[config.mk]
export PLATFORM = sky130hd
export DESIGN_NAME = lcd_refresh_engine
export DESIGN_NICKNAME = d
export VERILOG_FILES = /design/src/rtl/lcd_refresh_engine.sv
export SDC_FILE = /design/constraint.sdc
export NUM_CORES = 1
export LEC_CHECK = 0
export CAP_MARGIN = 25
export CELL_PAD_IN_SITES_DETAIL_PLACEMENT = 1
export CELL_PAD_IN_SITES_GLOBAL_PLACEMENT = 2
export CORE_MARGIN = 4
export CORE_UTILIZATION = 33
export DETAILED_ROUTE_END_ITERATION = 8
export PLACE_DENSITY = 0.94
export SYNTH_ARGS = -nofsm -noshare
export SYNTH_HDL_FRONTEND = slang
export SYNTH_SLANG_ARGS = --single-unit
[constraint.sdc]
create_clock -name iCLK -period 10.15 [get_ports iCLK]
set_clock_uncertainty 0.05 [all_clocks]
set_input_delay 2.03 -clock iCLK [delete_from_list [all_inputs] [get_ports iCLK]]
set_output_delay 2.03 -clock iCLK [all_outputs]
set_load 0.01 [all_outputs]
[src/rtl/lcd_refresh_engine.sv]
// lcd_refresh_engine: HD44780-class character LCD driver (8-bit, write-only)
// with built-in EN strobe timing. Initialises the panel once after reset,
// then rewrites the whole ROWS x COLS screen on request.
//
// Ports:
//   iCLK      system clock
//   iRST_N    asynchronous active-low reset
//   iChars    ROWS*COLS ASCII bytes, row 0 col 0 in the MSB byte, row-major
//   iUpdate   refresh request, sampled every cycle
//   oBusy     high while init or a refresh is running
//   oDone     one-cycle pulse in the last settle cycle of each refresh
//   LCD_DATA  panel data bus
//   LCD_RW    always 0 (write only)
//   LCD_EN    panel enable strobe
//   LCD_RS    0 = command, 1 = character data
module lcd_refresh_engine #(
   parameter int COLS       = 16,
   parameter int ROWS       = 2,
   parameter int EN_PULSE   = 16,
   parameter int DLY_CYCLES = 262142,
   parameter int DLY_W      = 18
) (
   input  logic                   iCLK,
   input  logic                   iRST_N,
   input  logic [ROWS*COLS*8-1:0] iChars,
   input  logic                   iUpdate,
   output logic                   oBusy,
   output logic                   oDone,
   output logic [7:0]             LCD_DATA,
   output logic                   LCD_RW,
   output logic                   LCD_EN,
   output logic                   LCD_RS
);
   localparam int RW = (ROWS > 1) ? $clog2(ROWS) : 1;
   localparam int CW = $clog2(COLS + 1);
   localparam int TW = (DLY_W > $clog2(EN_PULSE + 1)) ? DLY_W : $clog2(EN_PULSE + 1);
   localparam logic [TW-1:0] EN_LAST  = TW'(EN_PULSE - 1);
   localparam logic [TW-1:0] DLY_LAST = TW'(DLY_CYCLES - 1);
   localparam logic [RW-1:0] ROW_LAST = RW'(ROWS - 1);
   localparam logic [CW-1:0] COL_LAST = CW'(COLS);

   typedef enum logic [2:0] {INIT, SETUP, EN_HI, SETTLE, IDLE} state_t;

   state_t                 state, stateN;
   logic [TW-1:0]          tmr, tmrN;
   logic                   initMode, initModeN;
   logic [1:0]             initIdx, initIdxN;
   logic [RW-1:0]          row, rowN;
   // col 0 is the row address command, cols 1..COLS are the characters
   logic [CW-1:0]          col, colN;
   logic                   pending, pendingN;
   logic [ROWS*COLS*8-1:0] snap;
   logic                   load, startRef, rsN;
   logic [7:0]             dataN;
   logic [1:0]             rowSel;
   int                     charIdx;

   assign oBusy  = state != IDLE;
   assign LCD_EN = state == EN_HI;
   assign LCD_RW = 1'b0;

   always_comb begin
      stateN    = state;
      tmrN      = tmr;
      initModeN = initMode;
      initIdxN  = initIdx;
      rowN      = row;
      colN      = col;
      pendingN  = pending | (iUpdate && state != IDLE);
      load      = 1'b0;
      startRef  = 1'b0;
      oDone     = 1'b0;
      case (state)
         INIT:   load = 1'b1;
         IDLE:   startRef = iUpdate;
         SETUP:  begin
            stateN = EN_HI;
            tmrN   = '0;
         end
         EN_HI:  if (tmr == EN_LAST) begin
            stateN = SETTLE;
            tmrN   = '0;
         end else tmrN = tmr + 1'b1;
         SETTLE: if (tmr != DLY_LAST) tmrN = tmr + 1'b1;
            else if (initMode) begin
               if (initIdx == 2'd3) startRef = 1'b1;
               else begin
                  initIdxN = initIdx + 1'b1;
                  load     = 1'b1;
               end
            end else if (col != COL_LAST) begin
               colN = col + 1'b1;
               load = 1'b1;
            end else if (row != ROW_LAST) begin
               rowN = row + 1'b1;
               colN = '0;
               load = 1'b1;
            end else begin
               // frame complete: a queued or same-cycle request restarts at once
               oDone    = 1'b1;
               pendingN = 1'b0;
               startRef = pending | iUpdate;
               stateN   = IDLE;
            end
         default: stateN = INIT;
      endcase
      if (startRef) begin
         initModeN = 1'b0;
         rowN      = '0;
         colN      = '0;
         load      = 1'b1;
      end
      if (load) begin
         stateN = SETUP;
         tmrN   = '0;
      end
      // bus value for the write being launched, taken from the advanced indices
      rowSel  = 2'(rowN);
      charIdx = (colN == '0) ? 0 : ROWS*COLS - int'(rowN)*COLS - int'(colN);
      rsN     = !initModeN && colN != '0;
      dataN   = initModeN ? (initIdxN == 2'd0 ? 8'h38 : initIdxN == 2'd1 ? 8'h0C :
                             initIdxN == 2'd2 ? 8'h01 : 8'h06) :
                (colN == '0) ? (rowSel == 2'd0 ? 8'h80 : rowSel == 2'd1 ? 8'hC0 :
                                rowSel == 2'd2 ? 8'h94 : 8'hD4) :
                snap[charIdx*8 +: 8];
   end

   always_ff @(posedge iCLK or negedge iRST_N) begin
      if (!iRST_N) begin
         state    <= INIT;
         tmr      <= '0;
         initMode <= 1'b1;
         initIdx  <= '0;
         row      <= '0;
         col      <= '0;
         pending  <= 1'b0;
         snap     <= '0;
         LCD_DATA <= '0;
         LCD_RS   <= 1'b0;
      end else begin
         state    <= stateN;
         tmr      <= tmrN;
         initMode <= initModeN;
         initIdx  <= initIdxN;
         row      <= rowN;
         col      <= colN;
         pending  <= pendingN;
         if (startRef) snap <= iChars;
         if (load) begin
            LCD_DATA <= dataN;
            LCD_RS   <= rsN;
         end
      end
   end
endmodule
==> results.py <==
metrics = {
    "status": {
        "status": "finished clean",
    },
    "power": {
        "irDropWorstVdd_mv": 0.0864,
        "leakage_nw": 9.14,
        "power_frac_seq_pct": 46.3,
        "powerDensity_nw_per_um2": 134,
        "p_switching_uw": 558,
        "internal_power_mw": 1.99,
        "pwr-share-clk_pct": 48.6,
        "power.share.switching_pct": 21.9,
        "power.share.combinational_pct": 5.1,
    },
    "logic_synthesis": {
        "async_flop_share_pct": 100,
        "synth_top_area_share_pct": 50.5,
        "seq_area_frac_synth_pct": 50.7,
        "netlist_instances": 1785,
        "synth_edf_count": 0,
        "synth_common_cells": "867 x nand2_1, 295 x dfrtp_1, 82 x clkbuf_1",
        "yosysUniqueCellTypes": 80,
        "avgSynthCellArea_um2": 8.19,
        "ys_seq_elements": 296,
        "synthTopCellsByArea": "dfrtp_1 50%, nand2_1 22%, mux2i_1 3.1%",
        "synthesis.area_um2": 14600,
        "yosysWarnings": 0,
        "synth_fp_nets": 2051,
        "synth.largest_area_cell": "dfrtp_1",
        "dominantRegCellSynth": "dfrtp_1",
        "synth_most_common_cell": "nand2_1",
    },
    "clock_tree": {
        "post_cts_buffers": 0,
        "insertion_delay_ns": 0.53,
        "cts_tree": "yes",
        "cts-root-buf": "clkbuf_16",
        "clock_sinks": 296,
        "holdBufCountCts": 0,
        "cts.htree.levels": 2,
        "cts.path.max_buffers": 3,
        "path_clk_slew_ns": 0.06,
        "cts_buffers": 35,
        "cts_resized": 0,
    },
    "detailed_routing": {
        "drt.antenna.violating_nets": 0,
        "num_vias": 13900,
        "routed_wl_mm": 56.6,
        "via_per_inst": 5.32,
        "drt_first_pass_iters": 5,
        "wire_per_inst_um": 21.7,
        "drc": 0,
        "initialDrtViolationCount": 1045,
    },
    "floorplanning": {
        "start_util_pct": 33.6,
        "dieArea_um2": 47700,
        "die_h_um": 218,
        "die_w_um": 218,
        "ios": 272,
        "rows": 76,
        "coreArea_um2": 43500,
    },
    "worst_setup_path": {
        "cp.required_ns": 10.50,
        "regToRegSetupSlack_ns": 4.62,
        "cp_cell_sequence": "clkdlybuf4s50_1, o21ba_2, a31oi_2, o31a_2, o21ai_4, ha_2, buf_4, inv_1, a31oi_2, buf_4, nand3_1, o2111ai_1, a21boi_0, o31ai_1, nand3_1",
        "critPathMaxFanout": 56,
        "criticalPathCategory": "primary input to flip-flop",
        "endpoint": "LCD_DATA[5]",
        "crit_slowest_cell": "a31oi_2",
        "reg2reg_to": "LCD_DATA[5]",
        "cpPeakStageDelay_ns": 0.72,
        "worstRegToRegCells": 16,
        "r2r_start": "col[0]",
        "cp.arrival_ns": 6.99,
        "endpoint_kind": "flip-flop",
        "worst_setup_path_start_kind": "primary input",
        "crit_start": "iUpdate",
    },
    "timing": {
        "rsz0062_at_grt": "false",
        "fin_crit_ns": 6.64,
        "slew_viol_final": 0,
        "fin_crit_sh_pct": 65.4,
        "maxSlewHeadroom_pct": 1.20,
        "worst_slew_pin_slew_ns": 1.48,
        "fin_tns_setup_ns": 0,
        "setup_viol": 0,
        "final_hold_viol_count": 0,
        "max_freq_ghz": 0.151,
        "hold_slack_ns": 0.417,
    },
    "place": {
        "place.detailed.hpwl_mm": 41.0,
        "io_buffers": 270,
        "gp_congestion": 0.909,
    },
    "finish": {
        "post-route-util_pct": 43.7,
        "final_nets": 2264,
        "syn_to_final_growth_pct": 30.0,
        "layout-drive-gt1-share_pct": 5.19,
    },
    "grt": {
        "grt_pass1_wl_mm": 86.7,
        "grt_start_max_net_pins": 262,
        "track_usage_pct": 23.3,
        "grt_pass1_vias": 14800,
        "antenna_found_initial": 1,
        "grt_overflow_total": 0,
    },
    "min_path": {
        "worst_hold_path_type": "flip-flop to flip-flop",
    },
    "run": {
        "cap_viol_max_count": 0,
    },
}
==> state kept, by name, indices dropped and copies added, names as in the netlist, 2 cells and up <==
name and flops:
snap 256, tmr 18, LCD_DATA 8, col 5
state 3, initIdx 2
==> metal layers <==
layer | track usage [%] | wire length (um) | vias to the layer above
li1 | - | - | 6381
met1 | 30.0 | 23800 | 6928
met2 | 40.0 | 27800 | 433
met3 | 3.80 | 2940 | 118
met4 | 7.77 | 2110 | 2
met5 | 0 | 20 | -
==> final cells by class <==
cell class	count	area, um^2
repair buffers	290	2950
clock buffers	54	1020
flip-flops and latches	296	7410
multi-input cells	1357	6720
fillers	5166	24500
diodes	1	2.50
well taps	585	732
inverters	18	67.6
clock inverters	7	105
==> worst min-delay path by stage <==
| stage | start | end | slack (ns) | cells past startpoint |
|---|---|---|---|---|
| after floorplan | snap[96] | snap[96] | 0.38 | 2 |
| after detailed placement | snap[31] | snap[31] | 0.41 | 2 |
| after global routing | snap[216] | snap[216] | 0.44 | 2 |
| after global placement | snap[96] | snap[96] | 0.40 | 2 |
| after CTS | snap[240] | snap[240] | 0.42 | 2 |
| final | snap[224] | snap[224] | 0.42 | 2 |
==> power by group through the flow <==
stage          Combinational (mW)  Clock (mW)  Sequential, mW
6_report                    0.131        1.24            1.18
5_1_grt                     0.141        1.31            1.18
4_1_cts                     0.131        1.26            1.18
3_5_place_dp                0.130           0            1.20
3_3_place_gp                0.129           0            1.20
2_1_floorplan             0.00158           0            1.20
==> cells by family after synthesis <==
logic type      Yosys count  share of synthesized area [%]
simple gates           1057                           29.3
flops                   296                           50.7
compound gates          241                           11.9
buf+inv                 132                           3.84
mux                      48                           3.46
fa+ha+maj                 7                          0.599
xor+xnor                  3                          0.282
other cells               1                         0.0256
==> worst max-delay path, delay by kind of cell <==
family	cells	cell delay (ns)
simple gates	2	0.22
compound gates	8	2.44
fa+ha+maj	1	0.32
buf+inv	4	1.88
==> cells in the final DEF, fill, tap and decap left out, types with 4 or more instances in the layout <==
cell             Yosys  layout
o22a_1               5       5
ha_1                 7       6
buf_4               11      14
nor3_1              22      22
nor4_1               7       7
nand4_1             14      14
a21o_1               4       4
o22ai_1             16      16
clkbuf_8             0       7
o31ai_1             17      17
nand3_1             37      37
dfrtp_1            295     295
o221ai_1            28      28
nor2_1              66      65
clkdlybuf4s50_1      0     269
clkbuf_16            0      35
nor2b_1              4       4
nor3b_1              4       4
or4_1                4       4
and3_1              13      13
mux2i_1             46      46
o211ai_1            15      15
inv_1               16      16
nand2_1            867     867
a21oi_1             24      24
o21ai_0             51      51
a31oi_1             21      19
clkbuf_1            82      12
a221oi_1             5       5
==> stage by stage <==
step / total power, mW / cell area [um^2] / setup slack (ns) / std cells
2_1_floorplan: 1.20 / 14600 / 4.52 / 1785
3_3_place_gp: 1.33 / 17800 / 3.12 / 2542
3_5_place_dp: 1.33 / 17800 / 3.19 / 2544
4_1_cts: 2.57 / 18900 / 3.68 / 2605
5_1_grt: 2.63 / 19000 / 3.25 / 2607
6_report: 2.55 / 19000 / 3.51 / 2608
(Power assumes the default switching activity.)
